### config.mk
export PLATFORM = sky130hd
export DESIGN_NAME = hawk_axi_owner_arb
export DESIGN_NICKNAME = d
export VERILOG_FILES = /design/src/rtl/hawk_axi_owner_arb.sv
export SDC_FILE = /design/constraint.sdc
export NUM_CORES = 1
export LEC_CHECK = 0
export BUFFER_PORTS_ARGS = -buffer_cell sky130_fd_sc_hd__buf_2
export CORE_MARGIN = 2
export CORE_UTILIZATION = 59
export CTS_CLUSTER_DIAMETER = 150
export DETAILED_ROUTE_END_ITERATION = 16
export GPL_ROUTABILITY_DRIVEN = 0
export PLACE_DENSITY = 0.84
export SYNTH_ARGS = -nofsm -noshare
export SYNTH_HDL_FRONTEND = slang
export SYNTH_SLANG_ARGS = --single-unit
export TNS_END_PERCENT = 50
### constraint.sdc
create_clock -name clk -period 3.7 [get_ports clk]
set_input_delay 0.555 -clock clk [delete_from_list [all_inputs] [get_ports clk]]
set_output_delay 0.555 -clock clk [all_outputs]
set_load 0.01 [all_outputs]
### src/rtl/hawk_axi_owner_arb.sv
// Memory-controller ownership arbiter between HAWK (mstr0) and CPU (mstr1).
// Tracks outstanding AXI traffic and only switches the xbar when it is drained.
module hawk_axi_owner_arb #(
    parameter int MAX_OUTST = 8,
    parameter int CNT_W     = 4
) (
    input  logic clk,
    input  logic rst,
    input  logic hawk_req,
    input  logic axi_awvalid,
    input  logic axi_awready,
    input  logic axi_wvalid,
    input  logic axi_wready,
    input  logic axi_wlast,
    input  logic axi_bvalid,
    input  logic axi_bready,
    input  logic axi_arvalid,
    input  logic axi_arready,
    input  logic axi_rvalid,
    input  logic axi_rready,
    input  logic axi_rlast,
    output logic mstr_sel,
    output logic hawk_gnt,
    output logic hold_cpu,
    output logic aw_allow,
    output logic ar_allow,
    output logic busy,
    output logic err_underflow
);

    typedef enum logic [1:0] {
        CPU_OWN,
        DRAIN_TO_HAWK,
        HAWK_OWN,
        DRAIN_TO_CPU
    } state_t;

    localparam logic [CNT_W-1:0] CNT_MAX = '1;
    localparam logic [CNT_W-1:0] LIMIT   = CNT_W'(MAX_OUTST);

    state_t state, state_nxt;

    logic [CNT_W-1:0] wr_outst, wdat_outst, rd_outst;
    logic [CNT_W:0]   wr_step, wdat_step, rd_step;
    logic ev_aw, ev_wlast, ev_b, ev_ar, ev_rlast;
    logic all_zero, stable;

    // Returns {underflow, next_count}; saturates high, clamps at zero.
    function automatic logic [CNT_W:0] step_cnt(
        input logic [CNT_W-1:0] c,
        input logic             inc,
        input logic             dec
    );
        logic [CNT_W:0] r;
        r = {1'b0, c};
        if (inc && !dec) begin
            if (c != CNT_MAX) r = {1'b0, c + CNT_W'(1)};
        end else if (dec && !inc) begin
            if (c == '0) r[CNT_W] = 1'b1;
            else         r = {1'b0, c - CNT_W'(1)};
        end
        return r;
    endfunction

    assign ev_aw    = axi_awvalid & axi_awready;
    assign ev_wlast = axi_wvalid & axi_wready & axi_wlast;
    assign ev_b     = axi_bvalid & axi_bready;
    assign ev_ar    = axi_arvalid & axi_arready;
    assign ev_rlast = axi_rvalid & axi_rready & axi_rlast;

    assign wr_step   = step_cnt(wr_outst, ev_aw, ev_b);
    assign wdat_step = step_cnt(wdat_outst, ev_aw, ev_wlast);
    assign rd_step   = step_cnt(rd_outst, ev_ar, ev_rlast);

    assign all_zero = (wr_outst == '0) && (wdat_outst == '0) && (rd_outst == '0);

    always_ff @(posedge clk or posedge rst) begin
        if (rst) begin
            state         <= CPU_OWN;
            wr_outst      <= '0;
            wdat_outst    <= '0;
            rd_outst      <= '0;
            err_underflow <= 1'b0;
        end else begin
            state         <= state_nxt;
            wr_outst      <= wr_step[CNT_W-1:0];
            wdat_outst    <= wdat_step[CNT_W-1:0];
            rd_outst      <= rd_step[CNT_W-1:0];
            err_underflow <= err_underflow | wr_step[CNT_W]
                           | wdat_step[CNT_W] | rd_step[CNT_W];
        end
    end

    always_comb begin
        state_nxt = state;
        unique case (state)
            CPU_OWN: begin
                if (hawk_req) state_nxt = DRAIN_TO_HAWK;
            end
            DRAIN_TO_HAWK: begin
                if (!hawk_req)     state_nxt = CPU_OWN;
                else if (all_zero) state_nxt = HAWK_OWN;
            end
            HAWK_OWN: begin
                if (!hawk_req) state_nxt = DRAIN_TO_CPU;
            end
            DRAIN_TO_CPU: begin
                if (hawk_req)      state_nxt = HAWK_OWN;
                else if (all_zero) state_nxt = CPU_OWN;
            end
            default: state_nxt = CPU_OWN;
        endcase
    end

    // New issue is only admitted while ownership is settled.
    assign stable   = (state == CPU_OWN) || (state == HAWK_OWN);
    assign mstr_sel = !((state == HAWK_OWN) || (state == DRAIN_TO_CPU));
    assign hawk_gnt = (state == HAWK_OWN);
    assign hold_cpu = (state != CPU_OWN);
    assign aw_allow = stable && (wr_outst < LIMIT) && (wdat_outst < LIMIT);
    assign ar_allow = stable && (rd_outst < LIMIT);
    assign busy     = !all_zero;

endmodule

==> run metrics, run 1 <==
Sw Share a little over two fifths; DRT iter0 DRCs 22; Post-Syn Area 0.00123 mm²; fillers 164; vias in the first global route 1,008; XOR/XNOR Fraction of Synth Area 0.711%; Final Max Slew Viols 0; number of synthesized flops with an enable pin 0; delay-heaviest family, CP simple AND/OR/NAND/NOR gates; max_slew headroom around three fifths; Pleak around 0.63 nW; total chip power ~0.8 mW; Reg clk slew, reported paths ~0.090 ns; total wire length 2.50 mm; root buf cell clkbuf_4; async set or reset register ratio after synthesis between 90% and 100%; largest cells by area after synthesis dfrtp_1 (30%), ha_1 (14%), o21ai_0 (6.5%); # IOs 22; r2r setup slk about 1.8 ns; WL per Instance ~13 µm; Setup violations, final 0; Remaining Overflow, GRT 0; worst min path class in2async; clock share of power 11.6%; # clock sinks 15; Mapped Nets 170; Setup crit end busy; Yosys reg bits 15; P_sw 0.351 mW; htree depth 1; # resized after CTS 0; DRC Markers 0; Total GRT Usage a little under a quarter; worst r2r path cells 6; initial antenna violation count 0; share of cells above drive strength 1 21.1%; DP HPWL roughly 1.9 mm; CP Capture Type primary output; post-synthesis mux area share approximately 2.8%; Post-Synth Simple-Gate Area 21.0%; minimum clock period about 2.4 ns; Synth Area in Adders about 14%; largest family of logic cells by synthesized area compound AO/OA/AOI/OAI gates; Starting Density 62.8%; drt first pass iters 4; power density cells 596 mW/mm²; sequential area share after synthesis a little under a third; CP required roughly 3.1 ns; Crit path top cell by count inv_1; largest net degree at the start of global routing 16; first-pass GRT wire length roughly 4.4 mm; RSZ-0062 raised after global routing no; area of the die 0.00247 mm²; Max-cap violations 0; slowest stage cell, crit path dfrtp_1; Area Overhead vs Synth 11.2%; crit-path max FO 7; CTS Hold Bufs 0; Syn Area/Cell roughly 8.7 µm²; worst reg2reg path startpoint wdat_outst[0]$_DFFE_PP0P_; Comb power frac 51.1%; CTS tree yes; status finished clean; CP max stage delay around 0.44 ns; via density per instance ~5.7; Post CTS Setup Buffer Count 0; Yosys top cell by area dfrtp_1; fmax just over 400 MHz; Clock Latency Late Sink approximately 0.28 ns; core area 0.00196 mm²; diode count 0; Worst setup SP type flop; sequential power share 37.3%; Ys Warns 0; Die X ~50 µm; CP cell instances inv_1, ha_1, or3b_4, nor3_4, inv_1, buf_2; kind of critical path reg2out; DIE HEIGHT ~50 µm; IO buf count 21; Cells after Synth 141; nets 191; post-route setup TNS 0 ns; dominant synthesized flop cell dfrtp_1; maximum vdd drop approximately 0.49 mV; Worst EP arrival 1.87 ns; Tightest Pin Transition 0.605 ns; final core utilization 69.8%; Final Hold Vio Count 0; post-synthesis cell type count 45; vias after detailed routing around 1,100; Setup Skew 0.00180 ns; cts bufs inserted 3; Bufs on Longest Clock Path 2; Pint 0.465 mW; row cnt 16; Compound-Gate Fraction of Synth Area 23.7%; Synth top cells by count inv_1 (16), o21ai_0 (16), dfrtp_1 (15); Setup crit start wdat_outst[0]$_DFFE_PP0P_; WP buf/inv 3; crit share post-route about two thirds; Yosys top cell area share 30.5%; Critical Path Stages 6; post-route ant nets 0
==> power by group through the flow <==
stage                     combinational (mW)  sequential (mW)  clock (mW)
final                                  0.417            0.305      0.0948
after floorplan                        0.341            0.277           0
after CTS                              0.420            0.302      0.0997
after global routing                   0.469            0.317       0.105
after global placement                 0.400            0.302           0
after detailed placement               0.415            0.306           0
==> final cells by class <==
type	instances	area (µm²)	share of cell area (%)
inverter	16	60.1	4.38
tap	27	33.8	2.47
timing repair buffer	21	105	7.67
clock buffer	4	26.3	1.92
multi-input combinational	105	769	56.2
sequential	15	375	27.4
==> per-stage QoR <==
step	std cells	instance area (µm²)	worst slack (ns)	hold WS (ns)
2_1_floorplan	141	1230	1.68	0.456
3_3_place_gp	184	1340	1.59	0.464
3_5_place_dp	184	1340	1.52	0.475
4_1_cts	188	1370	1.26	0.335
5_1_grt	188	1370	1.16	0.373
6_report	188	1370	1.27	0.325
==> cell families (layout without fill, tap and decap cells) <==
family,Yosys count,in the layout
DFF,15,15
and+or+nand+nor,43,43
buffers and inverters,21,41
AOI/OAI and AO/OA,44,44
muxes,3,3
xor gates and xnor gates,1,1
adders and majority gates,14,14
==> per-layer routing <==
layer,wire [µm],track usage [%],vias to the layer above
li1,-,-,551
met1,1240,29.8,487
met2,1080,36.7,30
met3,128,6.06,9
met4,52,7.41,0
met5,0,0,-
==> worst reg2reg max path: stages, from the launching register on <==
cell and delay (ns):
dfrtp_1 0.44, inv_1 0.10, ha_1 0.20, or3b_4 0.42, nor3_4 0.24, nand2_2 0.08
mux2_4 0.30
==> sequential cells by signal (all words and copies together) (netlist names), named ones only <==
signal,flops
rd_outst,4
wdat_outst,4
wr_outst,4
err_underflow,1
state,1
==> worst min-delay path by stage <==
stage / from / to / slack (ns) / cells past startpoint
6_report: rst / wr_outst[2]$_DFFE_PP0P_ / 0.32 / 2
3_5_place_dp: err_underflow$_DFF_PP0_ / err_underflow$_DFF_PP0_ / 0.47 / 1
3_3_place_gp: err_underflow$_DFF_PP0_ / err_underflow$_DFF_PP0_ / 0.46 / 1
5_1_grt: rst / wr_outst[3]$_DFFE_PP0P_ / 0.37 / 2
2_1_floorplan: rst / asynchronous set/reset pin / 0.46 / 1
4_1_cts: rst / wdat_outst[2]$_DFFE_PP0P_ / 0.33 / 2
==> layout by cell type (no fill, tap or decap), types with 3 or more instances in the layout <==
| cell type | count |
|---|---|
| buf_2 | 21 |
| nand2b_1 | 3 |
| nand2_1 | 11 |
| ha_1 | 14 |
| or3b_4 | 3 |
| clkbuf_4 | 3 |
| inv_1 | 16 |
| dfrtp_1 | 15 |
| nor2b_1 | 3 |
| a21oi_1 | 5 |
| a41oi_1 | 4 |
| o21ai_0 | 16 |
| nor2_1 | 5 |
Power figures use the tool's default switching activity.
==> run 2: changes to the inputs <==
CORE_UTILIZATION = 55   (was 59)
PLACE_DENSITY = 0.79   (was 0.84)
clock period = 2.39 ns   (was 3.7 ns; I/O delays follow)
==> run metrics, run 2 (synthesis results as in run 1) <==
Final Max Slew Viols 0 (unchanged); nets 191 (unchanged); worst min path class in2async (unchanged); CP Capture Type primary output (unchanged); Clock Latency Late Sink 0.28 ns (about the same); first-pass GRT wire length 4.11 mm (was 4.40 mm); DRC Markers 0 (unchanged); root buf cell clkbuf_4 (unchanged); minimum clock period ~2.2 ns; fmax 451 MHz; P_sw 0.545 mW (was 0.351 mW); DIE HEIGHT 51.3 µm (was 49.7 µm); Worst EP arrival 1.86 ns (was 1.87 ns); via density per instance 5.86 (was 5.73); drt first pass iters 4 (unchanged); most common cell after layout, fill and taps aside buf_2 (unchanged); Pint 0.722 mW (was 0.465 mW); Area Overhead vs Synth 11.3% (was 11.2%); Comb power frac 51.0% (was 51.1%); Post CTS Setup Buffer Count 0 (unchanged); Setup Skew 0.00223 ns (was 0.00180 ns); most frequent cells in the layout buf_2 (21), inv_1 (16), o21ai_0 (16) (unchanged); max_slew headroom 61.3% (was 59.6%); CP max stage delay 0.45 ns (was 0.44 ns); worst r2r path cells 6 (unchanged); CP cell instances inv_1, ha_1, or3b_4, nor3_4, inv_1, buf_2 (unchanged); top flop regs rd_outst: 4 flops, wdat_outst: 4 flops, wr_outst: 4 flops (unchanged); cts bufs inserted 3 (unchanged); Total GRT Usage 20.5% (was 22.8%); Sw Share 43.0% (about the same); IO buf count 21 (unchanged); Setup WS post-layout 0.174 ns (was 1.27 ns); fillers 196 (was 164); DP HPWL 1.90 mm (was 1.89 mm); worst reg2reg path startpoint wdat_outst[0]$_DFFE_PP0P_ (unchanged); CTS tree yes (unchanged); # resized after CTS 0 (unchanged); WL per Instance 13.0 µm (was 13.3 µm); r2r setup slk 0.50 ns (was 1.82 ns); Final Hold Vio Count 0 (unchanged); Worst setup SP type flop (unchanged); power density cells 924 mW/mm² (was 596 mW/mm²); share of cells above drive strength 1 21.1% (unchanged); initial antenna violation count 0 (unchanged); r2r endpoint wdat_outst[2]$_DFFE_PP0P_; RSZ-0062 raised after global routing no (unchanged); Pleak 0.628 nW (unchanged); htree depth 1 (unchanged); post-route ant nets 0 (unchanged); slowest stage cell, crit path dfrtp_1 (unchanged); Max-cap violations 0 (unchanged); kind of critical path reg2out (unchanged); vias in the first global route 987 (was 1,008); pre-CTS WS 0.378 ns (was 1.52 ns); Die X 51.3 µm (was 49.7 µm); Bufs on Longest Clock Path 2 (unchanged); maximum vdd drop 0.475 mV (was 0.489 mV); core area 0.00217 mm² (was 0.00196 mm²); status finished clean (unchanged); Setup violations, final 0 (unchanged); post-route setup TNS 0 ns (unchanged); row cnt 17 (was 16); area of the die 0.00264 mm² (was 0.00247 mm²); largest net degree at the start of global routing 16 (unchanged); # placed instances 185 (was 184); Hold WS 0.122 ns (was 0.325 ns); Remaining Overflow, GRT 0 (unchanged); diode count 0 (unchanged); clock share of power 11.5% (was 11.6%); final core utilization 63.2% (was 69.8%); # clock sinks 15 (unchanged); vias after detailed routing 1,108 (was 1,077); crit share post-route 92.7%; crit-path max FO 7 (unchanged); Crit path top cell by count inv_1 (unchanged); sequential power share 37.5% (was 37.3%); total wire length 2.46 mm (was 2.50 mm); # IOs 22 (unchanged); CP required 2.03 ns (was 3.14 ns); final cell count without fillers 189 (was 188); Reg clk slew, reported paths 0.09 ns (about the same); Starting Density 56.8% (was 62.8%); CTS Hold Bufs 0 (unchanged); Tightest Pin Transition 0.580 ns (was 0.605 ns); DRT iter0 DRCs 24 (was 22)
run 2: cell counts in the layout (fill, tap and decap cells not counted):
No cell type changed its count.
run 2: power by group through the flow:
| stage | Sequential [mW] | Combinational, mW | Clock [mW] |
|---|---|---|---|
| after detailed placement | 0.477 | 0.646 | 0 |
| after global placement | 0.465 | 0.624 | 0 |
| final | 0.475 | 0.646 | 0.146 |
| after global routing | 0.490 | 0.734 | 0.161 |
| after floorplan | 0.429 | 0.528 | 0 |
| after CTS | 0.472 | 0.649 | 0.150 |
run 2: how the worst max path moves through the flow:
stage	depth (start not counted)	from	end	slack, ns
3_3_place_gp	8	axi_rlast	rd_outst[2]$_DFFE_PP0P_	0.48
2_1_floorplan	8	axi_rlast	rd_outst[2]$_DFFE_PP0P_	0.56
6_report	6	wdat_outst[0]$_DFFE_PP0P_	busy	0.17
3_5_place_dp	8	axi_rlast	rd_outst[2]$_DFFE_PP0P_	0.38
5_1_grt	6	wdat_outst[1]$_DFFE_PP0P_	busy	0.07
4_1_cts	6	wdat_outst[0]$_DFFE_PP0P_	busy	0.17
run 2: area by class of cell:
| cell class | count | area, µm² | area share, % |
|---|---|---|---|
| multi-input cells | 105 | 769 | 56.1 |
| flip-flops and latches | 15 | 375 | 27.4 |
| repair buffers | 21 | 105 | 7.66 |
| well taps | 28 | 35.0 | 2.55 |
| clock buffers | 4 | 26.3 | 1.92 |
| inverters | 16 | 60.1 | 4.38 |
run 2: through the flow:
step,area [µm²],power (mW)
after floorplan,1230,0.956
after global placement,1350,1.09
after detailed placement,1350,1.12
after CTS,1370,1.27
after global routing,1370,1.39
final,1370,1.27
run 2: metal layers:
layer | vias to the layer above | track usage (%) | part of all wire, %
met1 | 517 | 26.7 | 49
met4 | 0 | 10.1 | 1.0
met3 | 2 | 1.75 | 4.5
li1 | 550 | - | -
met5 | - | 0 | 0
met2 | 39 | 34.2 | 46
run 2: critical path, delay by kind of cell (launching register included):
kind	cells	cell delay, ns
AND/OR/NAND/NOR	2	0.65
buffers and inverters	3	0.28
adder cells (fa/ha/maj)	1	0.20
flip-flops	1	0.45
